[config.mk]
export PLATFORM = sky130hd
export DESIGN_NAME = axis_s_flat
export DESIGN_NICKNAME = d
export VERILOG_FILES = /design/src/rtl/axis_s_if.sv /design/src/rtl/axis_s.sv /design/src/flat_wrapper.sv
export SDC_FILE = /design/constraint.sdc
export NUM_CORES = 1
export LEC_CHECK = 0
export BUFFER_PORTS_ARGS = -buffer_cell sky130_fd_sc_hd__buf_2
export CORE_UTILIZATION = 45
export DETAILED_ROUTE_END_ITERATION = 10
export GPL_TIMING_DRIVEN = 0
export PLACE_DENSITY = 0.77
export SLEW_MARGIN = 5
export SYNTH_ARGS = -nofsm -noshare
export SYNTH_HDL_FRONTEND = slang
export SYNTH_SLANG_ARGS = --single-unit
[constraint.sdc]
create_clock -name aclk -period 2.9 [get_ports aclk]
set_input_delay 0.58 -clock aclk [delete_from_list [all_inputs] [get_ports aclk]]
set_output_delay 0.58 -clock aclk [all_outputs]
set_load 0.02 [all_outputs]
[src/rtl/axis_s_if.sv]
// Valid/ready stream bundle with end-of-packet marker, shared by the AXIS input
// and the consumer-facing output of axis_s.
interface axis_s_if #(
    parameter int unsigned DATA_W = 32
) ();
    logic              tvalid;
    logic              tready;
    logic [DATA_W-1:0] tdata;
    logic              tlast;

    modport master (output tvalid, output tdata, output tlast, input tready);
    modport slave  (input tvalid, input tdata, input tlast, output tready);
endinterface

[src/rtl/axis_s.sv]
// AXI-Stream sink: first-word-fall-through FIFO towards a valid/ready consumer,
// plus input-side packet statistics (done pulse, count, last length, length error).
module axis_s #(
    parameter int unsigned DATA_W  = 32,
    parameter int unsigned DEPTH   = 4,
    parameter int unsigned MAX_LEN = 16,
    parameter int unsigned CNT_W   = 16
) (
    input  logic             aclk,
    input  logic             areset,
    axis_s_if.slave          s_axis,
    axis_s_if.master         m_out,
    output logic             pkt_done,
    output logic [CNT_W-1:0] pkt_cnt,
    output logic [CNT_W-1:0] pkt_len,
    output logic             len_err
);
    localparam int unsigned PTR_W  = (DEPTH > 1) ? $clog2(DEPTH) : 1;
    localparam int unsigned FCNT_W = $clog2(DEPTH + 1);
    localparam logic [FCNT_W-1:0] DEPTH_C   = FCNT_W'(DEPTH);
    localparam logic [CNT_W-1:0]  MAX_LEN_C = CNT_W'(MAX_LEN);

    logic [DATA_W:0]     mem_q [DEPTH];
    logic [PTR_W-1:0]    wr_ptr_q, wr_ptr_d;
    logic [PTR_W-1:0]    rd_ptr_q, rd_ptr_d;
    logic [FCNT_W-1:0]   count_q, count_d;
    logic [DATA_W:0]     head;
    logic                push;
    logic                pop;

    logic [CNT_W-1:0]    beat_cnt_q, beat_cnt_d;
    logic [CNT_W-1:0]    beat_inc;
    logic [CNT_W-1:0]    pkt_cnt_q, pkt_cnt_d;
    logic [CNT_W-1:0]    pkt_len_q, pkt_len_d;
    logic                pkt_done_q, pkt_done_d;
    logic                len_err_q, len_err_d;

    // Ready depends only on reset and registered occupancy; a pop never frees a slot
    // within the same cycle.
    assign s_axis.tready = !areset && (count_q < DEPTH_C);
    assign push          = s_axis.tvalid && s_axis.tready;

    assign m_out.tvalid  = (count_q != '0);
    assign pop           = m_out.tvalid && m_out.tready;
    assign head          = m_out.tvalid ? mem_q[rd_ptr_q] : '0;
    assign m_out.tdata   = head[DATA_W-1:0];
    assign m_out.tlast   = head[DATA_W];

    always_comb begin
        wr_ptr_d = wr_ptr_q;
        rd_ptr_d = rd_ptr_q;
        count_d  = count_q;
        if (push) begin
            wr_ptr_d = wr_ptr_q + 1'b1;
        end
        if (pop) begin
            rd_ptr_d = rd_ptr_q + 1'b1;
        end
        case ({push, pop})
            2'b10:   count_d = count_q + 1'b1;
            2'b01:   count_d = count_q - 1'b1;
            default: count_d = count_q;
        endcase
    end

    // Storage is not reset; the empty gate on the head hides stale entries.
    always_ff @(posedge aclk) begin
        if (push) begin
            mem_q[wr_ptr_q] <= {s_axis.tlast, s_axis.tdata};
        end
    end

    always_ff @(posedge aclk or posedge areset) begin
        if (areset) begin
            wr_ptr_q <= '0;
            rd_ptr_q <= '0;
            count_q  <= '0;
        end else begin
            wr_ptr_q <= wr_ptr_d;
            rd_ptr_q <= rd_ptr_d;
            count_q  <= count_d;
        end
    end

    assign beat_inc = (beat_cnt_q == '1) ? beat_cnt_q : beat_cnt_q + 1'b1;

    always_comb begin
        beat_cnt_d = beat_cnt_q;
        pkt_cnt_d  = pkt_cnt_q;
        pkt_len_d  = pkt_len_q;
        len_err_d  = len_err_q;
        pkt_done_d = 1'b0;
        if (push) begin
            // Beat counter holds the beats already seen, so >= MAX_LEN means this
            // beat is past the legal length.
            if (beat_cnt_q >= MAX_LEN_C) begin
                len_err_d = 1'b1;
            end
            if (s_axis.tlast) begin
                beat_cnt_d = '0;
                pkt_len_d  = beat_inc;
                pkt_cnt_d  = pkt_cnt_q + 1'b1;
                pkt_done_d = 1'b1;
            end else begin
                beat_cnt_d = beat_inc;
            end
        end
    end

    always_ff @(posedge aclk or posedge areset) begin
        if (areset) begin
            beat_cnt_q <= '0;
            pkt_cnt_q  <= '0;
            pkt_len_q  <= '0;
            pkt_done_q <= 1'b0;
            len_err_q  <= 1'b0;
        end else begin
            beat_cnt_q <= beat_cnt_d;
            pkt_cnt_q  <= pkt_cnt_d;
            pkt_len_q  <= pkt_len_d;
            pkt_done_q <= pkt_done_d;
            len_err_q  <= len_err_d;
        end
    end

    assign pkt_done = pkt_done_q;
    assign pkt_cnt  = pkt_cnt_q;
    assign pkt_len  = pkt_len_q;
    assign len_err  = len_err_q;
endmodule

[src/flat_wrapper.sv]
// flat-port wrapper written by rule: the top's interface ports become plain ports
module axis_s_flat 
#(
    parameter int unsigned DATA_W  = 32,
    parameter int unsigned DEPTH   = 4,
    parameter int unsigned MAX_LEN = 16,
    parameter int unsigned CNT_W   = 16
)
  (aclk, areset, pkt_done, pkt_cnt, pkt_len, len_err, s_axis_tvalid, s_axis_tdata, s_axis_tlast, s_axis_tready, m_out_tvalid, m_out_tdata, m_out_tlast, m_out_tready);
  axis_s_if #(.DATA_W(DATA_W)) s_axis_i ();
  axis_s_if #(.DATA_W(DATA_W)) m_out_i ();
  input  logic aclk;
  input  logic areset;
  output logic pkt_done;
  output logic [CNT_W-1:0] pkt_cnt;
  output logic [CNT_W-1:0] pkt_len;
  output logic len_err;
  input wire logic [$bits(s_axis_i.tvalid)-1:0] s_axis_tvalid;
  input wire logic [$bits(s_axis_i.tdata)-1:0] s_axis_tdata;
  input wire logic [$bits(s_axis_i.tlast)-1:0] s_axis_tlast;
  output wire logic [$bits(s_axis_i.tready)-1:0] s_axis_tready;
  output wire logic [$bits(m_out_i.tvalid)-1:0] m_out_tvalid;
  output wire logic [$bits(m_out_i.tdata)-1:0] m_out_tdata;
  output wire logic [$bits(m_out_i.tlast)-1:0] m_out_tlast;
  input wire logic [$bits(m_out_i.tready)-1:0] m_out_tready;
  assign s_axis_i.tvalid = s_axis_tvalid;
  assign s_axis_i.tdata = s_axis_tdata;
  assign s_axis_i.tlast = s_axis_tlast;
  assign s_axis_tready = s_axis_i.tready;
  assign m_out_tvalid = m_out_i.tvalid;
  assign m_out_tdata = m_out_i.tdata;
  assign m_out_tlast = m_out_i.tlast;
  assign m_out_i.tready = m_out_tready;
  axis_s #(.DATA_W(DATA_W), .DEPTH(DEPTH), .MAX_LEN(MAX_LEN), .CNT_W(CNT_W)) u_core (.aclk(aclk), .areset(areset), .s_axis(s_axis_i), .m_out(m_out_i), .pkt_done(pkt_done), .pkt_cnt(pkt_cnt), .pkt_len(pkt_len), .len_err(len_err));
endmodule
Word-level counts from Yosys, hierarchy flattened
Memories as Yosys holds them, arrays and structs flattened.
Index checks and enable logic that the tools add are counted.
Widths: inputs -> output; s select.
{"block": "word_totals", "latch_bits": 0, "regBits": 57, "mem_count": 1, "rom_bits": 0, "ram_bits": 132}
{"name": "u_core.mem_q", "words": 4, "width": 33, "read_ports": 1, "rd_clocked_by_memory_dff": 0, "write_ports": 1, "line": "axis_s.sv:23", "text": "logic [DATA_W:0] mem_q [DEPTH];"}
{"block": "op_classes", "mux": 8, "div_mod_pow": 0, "eq_ne": 3, "n_mul": 0, "magnitude_cmp": 2, "n_bitwise": 0, "shifts": 0, "reduce_logical": 8, "add_sub_neg": 6}
{"operator": "$mux 33", "n": 1}
{"operator": "$add 16x1->16 const B", "n": 2}
{"operator": "$mux 16", "n": 2}
{"operator": "$eq 16x16->1 const B", "n": 1}
{"operator": "$ge 16x5->1 const B", "n": 1}
{"operator": "$pmux 3 s2", "n": 1}
{"operator": "$add 2x1->2 const B", "n": 2}
{"operator": "$mux 1", "n": 4}
{"operator": "$reduce_and 2->1", "n": 2}
{"operator": "$add 3x1->3 const B", "n": 1}
{"operator": "$logic_and 1x1->1", "n": 3}
{"operator": "$lt 3x3->1 const B", "n": 1}
{"operator": "$reduce_bool 3->1", "n": 1}
{"operator": "$sub 3x1->3 const B", "n": 1}
{"operator": "$eq 2x1->1 const B", "n": 1}
{"operator": "$eq 2x2->1 const B", "n": 1}
{"operator": "$reduce_bool 2->1", "n": 1}
{"operator": "$logic_not 1->1", "n": 1}

Logic depth before layout (Yosys ltp)
Gate-level depths: netlist of run 1.
{"block": "logic_depth", "ltp_word": 5, "ltp_mapped": 10, "depth_no_buf": 9}

Least setup slack after synthesis of run 1
No wires, ideal clock.
{"block": "synth_path", "kind": "in2reg", "start": "in areset", "end": "reg u_core.count_q[2]", "path_slack_ps": 507, "arrival_time_ps": 2313, "stages": 10, "required_ps": 2821, "cell_sequence": "nor2_1 > and2_1 > inv_1 > clkbuf_1 > ha_1 > inv_1 > fa_1 > xor2_1 > nor2_1 > xor2_1"}
{"block": "synth_via", "elab_chain_len": 5}
{"element": "from (decl)", "line": "flat_wrapper.sv:13", "text": "input logic areset;"}
{"element": "$logic_not 1->1 (no source line) *"}
{"element": "$logic_and 1x1->1 *", "line": "axis_s.sv:40", "text": "assign s_axis.tready = !areset && (count_q < DEPTH_C);"}
{"element": "$logic_and 1x1->1 *", "line": "axis_s.sv:41", "text": "assign push = s_axis.tvalid && s_axis.tready;"}
{"element": "$eq 2x1->1 / $eq 2x2->1 (equally long branches)", "line": "axis_s.sv:59", "text": "case ({push, pop})"}
{"element": "$pmux 3 s2 / $reduce_bool 2->1 (equally long branches)"}
{"element": "to (signal assigned)", "line": "axis_s.sv:81", "text": "count_q <= count_d;"}
{"element": "to (decl)", "line": "axis_s.sv:26", "text": "logic [FCNT_W-1:0] count_q, count_d;"}
Mark *: on every way between the ends. The rest lies on a longest branch, timed or not.
A chain may end at the register's enable or synchronous reset.

Final worst setup path of run 1
{"block": "layout_path", "start": "reg u_core.rd_ptr_q[0]", "end": "out m_out_tdata[26]"}
{"block": "layout_via", "elab_chain_len": 2}
{"element": "from (decl)", "line": "axis_s.sv:25", "text": "logic [PTR_W-1:0] rd_ptr_q, rd_ptr_d;"}
{"element": "from (signal assigned)", "line": "axis_s.sv:80", "text": "rd_ptr_q <= rd_ptr_d;"}
{"element": "$mem_v2 4x33"}
{"element": "$mux 33", "line": "axis_s.sv:45", "text": "assign head = m_out.tvalid ? mem_q[rd_ptr_q] : '0;"}
{"element": "to (decl)", "line": "flat_wrapper.sv:23", "text": "output wire logic [$bits(m_out_i.tdata)-1:0] m_out_tdata;"}
No other way between the ends.

==> results of run 1 <==
power groups by stage:
stage	registers (mW)	clock network (mW)	logic, mW
floorplan	3.62	0	1.98
global placement	3.49	0	2.94
detailed placement	3.50	0	3.03
CTS	3.45	2.30	3.06
global route	3.49	2.40	3.29
finish	3.45	2.25	3.02
state kept, by name, summed over array words and instances (netlist names):
| signal | count |
|---|---|
| u_core.rd_ptr_q | 2 |
| u_core.count_q | 3 |
| u_core.pkt_len | 16 |
| u_core.wr_ptr_q | 2 |
| u_core.pkt_cnt | 16 |
| u_core.mem_q | 132 |
| u_core.len_err | 1 |
| u_core.beat_cnt_q | 16 |
| u_core.pkt_done | 1 |
worst min-delay path by stage:
stage / from / end / slack (ns) / depth (start not counted)
after floorplan: u_core.count_q[0] / u_core.count_q[0] / 0.46 / 1
after global placement: u_core.pkt_cnt[15] / u_core.pkt_cnt[15] / 0.46 / 1
after detailed placement: u_core.pkt_cnt[15] / u_core.pkt_cnt[15] / 0.46 / 1
after CTS: areset / u_core.pkt_cnt[6] / 0.17 / 2
after global routing: areset / u_core.pkt_cnt[3] / 0.20 / 2
final: areset / u_core.pkt_cnt[7] / 0.18 / 2
per-layer routing:
metal	track usage, %	routed length [um]
met5	0	0
met2	31.27	8234
met1	24.22	6909
met4	6.790	247
met3	5.406	1253
through the flow:
stage                     hold WS [ns]  setup TNS (ns)  utilization [%]  total power [mW]  worst slack, ns
after CTS                       0.1705               0            54.97             8.808          0.03217
after global routing            0.2002               0            54.99             9.184          0.02245
final                           0.1790               0            55.00             8.721           0.1622
after detailed placement        0.4603        -0.02413            51.64             6.539         -0.02413
after floorplan                 0.4596               0                -             5.595           0.5074
after global placement          0.4591               0            51.03             6.428          0.07312
layout make-up:
| class | instances | share of cell area [%] |
|---|---|---|
| inverter | 14 | 0.5486 |
| clock buffer | 20 | 4.741 |
| buffer | 35 | 1.803 |
| sequential | 189 | 56.27 |
| clock inverter | 12 | 1.228 |
| multi-input combinational | 297 | 25.91 |
| tap | 225 | 2.939 |
| timing repair buffer | 110 | 6.531 |
| antenna | 1 | 0.02612 |
repair_timing:
| item | in CTS | in global routing |
|---|---|---|
| gates cloned | 0 | 0 |
| setup buffers | 0 | 0 |
| endpoints found under the setup margin | 29 | 8 |
| gates resized for setup | 5 | 1 |
cell usage in the layout, fill, tap and decap left out, types with 7 or more instances in the layout:
| master | n |
|---|---|
| a21o_1 | 8 |
| a31oi_1 | 14 |
| xnor2_1 | 21 |
| clkbuf_1 | 11 |
| clkbuf_16 | 17 |
| buf_2 | 121 |
| or3_1 | 7 |
| o21ai_0 | 16 |
| inv_1 | 13 |
| nor2_1 | 22 |
| nand4_1 | 9 |
| nand3_1 | 15 |
| edfxtp_1 | 132 |
| mux4_2 | 33 |
| nand2_1 | 34 |
| dfrtp_1 | 57 |
| ha_1 | 8 |
| and2_1 | 37 |
| nor4_1 | 8 |
cell families after synthesis:
logic type,after synthesis
fa+ha+maj,9
compound gates,60
simple gates,166
mux,36
flops,189
xor+xnor,26
buf+inv,49
==> results.md, run 1 <==
- Status: finished, final reports clean
- Mean instance size in the synthesized netlist: 15.11 um2
- Starting density of the core: 46.40%
- Simple-gate share of the synthesized area: 11.84%
- Number of hold buffers added after CTS: 0
- Fraction of synthesized area in multiplexers: 9.584%
- Synth warnings: 0
- Final cell count without fillers: 903
- First-iteration detailed-routing DRC count: 367
- Post-Route WL: 16640 um
- Adder-cell area share of the yosys netlist: 1.486%
- First-pass GRT wire length: 26340 um
- Clk_skew: 0.01186 ns
- Max Fanout on Critical Path: 10
- Xor/xnor cell area share of the yosys netlist: 2.818%
- Share of the synthesized area in the top cell type: 49.05%
- Critical path's slowest cell: mux4_2
- Part of the total power dissipated in combinational logic: 34.6%
- Layout cell share with drive strength beyond 1: 31.02%
- Share of total power consumed by net switching: 34.66%
- H-tree lvl count: 4
- Nets@finish: 710
- PwrDens: 910.4 nW/um2
- Logic depth of the worst path, buffers included: 5
- Ports placed on the boundary: 106
- Flop and latch count out of synthesis: 189
- All-layer global routing usage: 19.09%
- Half-perimeter wire length of the detailed placement result: 11230 um
- TritonCTS clock tree: done
- Crit-path most repeated cell: buf_2
- Worst endpoint data arrival time: 2.16 ns
- Source of the critical timing path: u_core.rd_ptr_q[0]
- Number of antenna violations at the first check in global routing: 1
- Detail-routed net length per standard cell: 18.43 um
- Destination of the critical timing path: m_out_tdata[26]
- Die height: 136.0 um
- FMAX: 365.3 MHz
- Core area: 17420 um2
- R2r worst-path depth: 10
- Number of pins with negative max-slew slack in the final report: 0
- Critical path, cell by cell: buf_2, clkbuf_4, mux4_2, and2_1, buf_2
- Post-route cell area: 9579 um2
- Growth of design area from synthesis to finish: 18.53%
- Via count of the first global-routing pass: 5108
- Grt total ovfl: 0
- Detailed-route via count: 4994
- Worst path required time: 2.32 ns
- Slack of the worst reg-to-reg path: 0.19 ns
- Multi-input logic area: 2482 um2
- Reg area: 5390 um2
- Internal portion of total power: 5.698 mW
- Longest individual stage delay on the worst path: 0.52 ns
- GPL Wtd Cong: 0.8871
- Clock network power share: 25.8%
- Via-to-Cell Ratio: 5.530
- Worst slew margin relative to its limit: 51.26%
- Synthesized cell area: 8082 um2
- Std-Cell Rows: 48
- Die ar.: 18500 um2
- Complex-gate fraction of the synthesized area: 4.923%
- Post-synthesis async set-or-reset flop share: 30.16%
- Static leakage power: 3.702 nW
- Post-synth cell types: 52
- Unrepaired setup endpoints after global routing: false
- Instance count after placement with tap cells included: 870
- Number of standard cells after synthesis: 535
- Final ANT Viol Nets: 0
- Max capacitance violation total: 0
- Most instantiated cells after synthesis: 132 x edfxtp_1, 57 x dfrtp_1, 37 x and2_1
- Final Hold Violating Endpoints: 0
- Worst flop-to-flop path startpoint: u_core.count_q[2]
- Total clock sinks: 189
- Setup Viol. Count Final: 0
- Reg2Reg Capture Point: u_core.count_q[2]
- Crit path capture type: output pin
- DRC errors left: 0
- IO Port Bufs: 105
- Overall die width: 136.0 um
- Number of buffers on the longest clock path: 2
- Top cells by area in the synthesized netlist: edfxtp_1 49%, dfrtp_1 18%, mux4_2 9.2%, and2_1 2.9%, xnor2_1 2.3%
- Maximum number of pins on one net before global-route repair: 38
- Clk root buf: clkbuf_16
- Post-synth net total: 581
- Commonest register cell after synthesis: edfxtp_1
- Clock transition at path regs: 0.07 ns
- Area after detailed placement: 8994 um2
- Post-synth EDFFs: 132
- Psw: 3.023 mW
- Final Critical Period: 2.738 ns
- Cell with the most instances after synthesis: edfxtp_1
- Path type of the worst setup path: reg2out
- Clock latency of the later-clocked register in the worst-skew pair: 0.43 ns
- Final-layout fill cell count: 1407
- Dominant combinational cell family by area after synthesis: simple AND/OR/NAND/NOR gates
- Largest delay contributor family on the critical path: buffers and inverters
- Share of the cycle needed by the critical path after routing: 94.41%
- Number of buffers created by CTS: 17
- Sequential share of the synthesized area: 66.70%
- Largest vdd supply drop: 0.0005523 V
- Setup crit start kind: register
- Tightest Pin Transition: 0.7244 ns
- Cell taking the most area after synthesis: edfxtp_1
- Drt first pass iters: 5
- Fraction of power consumed by sequential logic: 39.6%
- Class of the tightest hold or removal check: in2async
- Buffers plus inverters on the worst setup path: 3
Power figures use the tool's default switching activity.
==> inputs of run 2 (changes only) <==
- CORE_UTILIZATION: 45 -> 55
- MAX_ROUTING_LAYER: not set -> met4
- PLACE_DENSITY: 0.77 -> 0.89
- RECOVER_POWER: not set -> 100
==> results.md, run 2 (synthesized netlist as in run 1, its figures left out) <==
- Status: finished, final reports clean
- Half-perimeter wire length of the detailed placement result: 11080 um
- First-iteration detailed-routing DRC count: 381
- Most common cell after layout, fill and taps aside: edfxtp_1
- Part of the total power dissipated in combinational logic: 34.0%
- Tightest Pin Transition: 0.9923 ns
- Via count of the first global-routing pass: 5067
- Die ar.: 15180 um2
- All-layer global routing usage: 24.41%
- Setup crit start kind: register
- Largest vdd supply drop: 0.0004677 V
- Number of buffers on the longest clock path: 2
- Number of buffers created by CTS: 17
- Worst flop-to-flop path startpoint: u_core.beat_cnt_q[1]
- PwrDens: 935.9 nW/um2
- Share of total power consumed by net switching: 35.17%
- Setup ws final: 0.1402 ns
- Internal portion of total power: 5.673 mW
- Maximum number of pins on one net before global-route repair: 39
- Post-route core utilization: 66.33%
- Post-Place Setup Slack: 0.01040 ns
- FMAX: 362.3 MHz
- Growth of design area from synthesis to finish: 15.70%
- R2r worst-path depth: 7
- Clk root buf: clkbuf_16
- Static leakage power: 3.448 nW
- Max Fanout on Critical Path: 10
- Antenna diodes: 0
- Number of hold buffers added after CTS: 0
- Std-Cell Rows: 43
- Detailed-route via count: 5054
- Drt first pass iters: 5
- Grt total ovfl: 0
- Setup Viol. Count Final: 0
- First-pass GRT wire length: 26420 um
- GPL Wtd Cong: 0.9419
- Path type of the worst setup path: reg2out
- Final-layout setup total negative slack: 0 ns
- Final ANT Viol Nets: 0
- Starting density of the core: 57.33%
- Crit path capture type: output pin
- Nets@finish: 707
- Post-CTS Repair Setup Buffers: 0
- Number of antenna violations at the first check in global routing: 0
- Source of the critical timing path: u_core.rd_ptr_q[0]
- Slack of the worst reg-to-reg path: 0.16 ns
- Share of the cycle needed by the critical path after routing: 95.17%
- Final Hold Violating Endpoints: 0
- Smallest hold slack: 0.3067 ns
- Via-to-Cell Ratio: 5.918
- Overall die width: 123.2 um
- Post-Route WL: 16880 um
- DRC errors left: 0
- TritonCTS clock tree: done
- Clock network power share: 26.4%
- H-tree lvl count: 4
- Detail-routed net length per standard cell: 19.77 um
- Commonest cells after routing, fill and taps aside: 132 x edfxtp_1, 86 x clkbuf_1, 57 x dfrtp_1, 35 x and2_1, 34 x nand2_1
- Flip-flop count of the largest register, all copies and words added: 132
- Ports placed on the boundary: 106
- Clk_skew: 0.009932 ns
- Largest register by flop count: u_core.mem_q
- Clock latency of the later-clocked register in the worst-skew pair: 0.43 ns
- IO Port Bufs: 105
- Die height: 123.2 um
- Max capacitance violation total: 0
- Worst endpoint data arrival time: 2.18 ns
- Reg2Reg Capture Point: u_core.pkt_len[2]
- Number of pins with negative max-slew slack in the final report: 0
- Core area: 14100 um2
- Worst slew margin relative to its limit: 33.85%
- Destination of the critical timing path: m_out_tdata[21]
- Unrepaired setup endpoints after global routing: false
- Psw: 3.077 mW
- Layout cell share with drive strength beyond 1: 19.58%
- Fraction of power consumed by sequential logic: 39.6%
- Worst path required time: 2.32 ns
- Final Critical Period: 2.760 ns
- Clock transition at path regs: 0.07 ns
- Class of the tightest hold or removal check: in2async
- Total clock sinks: 189
[run 2: cell count changes in the layout (fill, tap and decap cells not counted), moves of 2 or more]
| cell | delta |
|---|---|
| clkbuf_1 | +75 |
| clkbuf_4 | -2 |
| buf_12 | -5 |
| buf_2 | -98 |
| and2_0 | +2 |
| clkbuf_2 | +28 |
| and2_1 | -2 |
| buf_1 | -2 |
[run 2: how the worst min path moves through the flow]
| stage | start | endpoint | slack [ns] | cells after the start |
|---|---|---|---|---|
| finish | areset | u_core.beat_cnt_q[6] | 0.31 | 2 |
| global route | areset | u_core.beat_cnt_q[9] | 0.38 | 2 |
| CTS | areset | u_core.pkt_len[9] | 0.18 | 2 |
| detailed placement | u_core.len_err | u_core.len_err | 0.45 | 1 |
| global placement | u_core.len_err | u_core.len_err | 0.44 | 1 |
| floorplan | u_core.count_q[0] | u_core.count_q[0] | 0.46 | 1 |
[run 2: power by group through the flow]
stage | Sequential (mW) | Combinational [mW] | Clock (mW)
floorplan | 3.62 | 1.98 | 0
global route | 3.50 | 3.25 | 2.45
finish | 3.47 | 2.97 | 2.31
detailed placement | 3.52 | 3.02 | 0
CTS | 3.46 | 3.05 | 2.33
global placement | 3.49 | 2.90 | 0
[run 2: area by class of cell]
type                       instances  area, um2
inverter                          14      52.55
buffer                            35      165.2
timing repair buffer             107      445.4
fill                            1013       4746
clock inverter                    15      167.7
tap                              180      225.2
clock buffer                      17      425.4
sequential                       189       5390
multi-input combinational        297       2479
[run 2: timing repair]
item / in CTS / in global routing
setup endpoints to repair: 24 / 18
resized for setup: 4 / 3
cloned: 0 / 0
pin swaps: 0 / 0
[run 2: critical path, cell delays in order, from the launching register on]
cell and delay [ns]:
dfrtp_1 0.31, buf_2 0.23, buf_4 0.29, mux4_2 0.57, and2_1 0.19, buf_2 0.15
[run 2: through the flow]
step	power [mW]	area (um2)	std cells
CTS	8.849	9477	854
global route	9.199	9350	854
finish	8.751	9350	854
detailed placement	6.534	8877	822
floorplan	5.595	8082	535
global placement	6.391	8832	820
[run 2: routing by layer]
| metal | global-route usage, % | wire (um) | vias up |
|---|---|---|---|
| li1 | - | - | 2285 |
| met1 | 29.99 | 6906 | 2542 |
| met2 | 39.77 | 8612 | 193 |
| met3 | 5.028 | 957 | 34 |
| met4 | 9.789 | 404 | 0 |
| met5 | - | 0 | - |
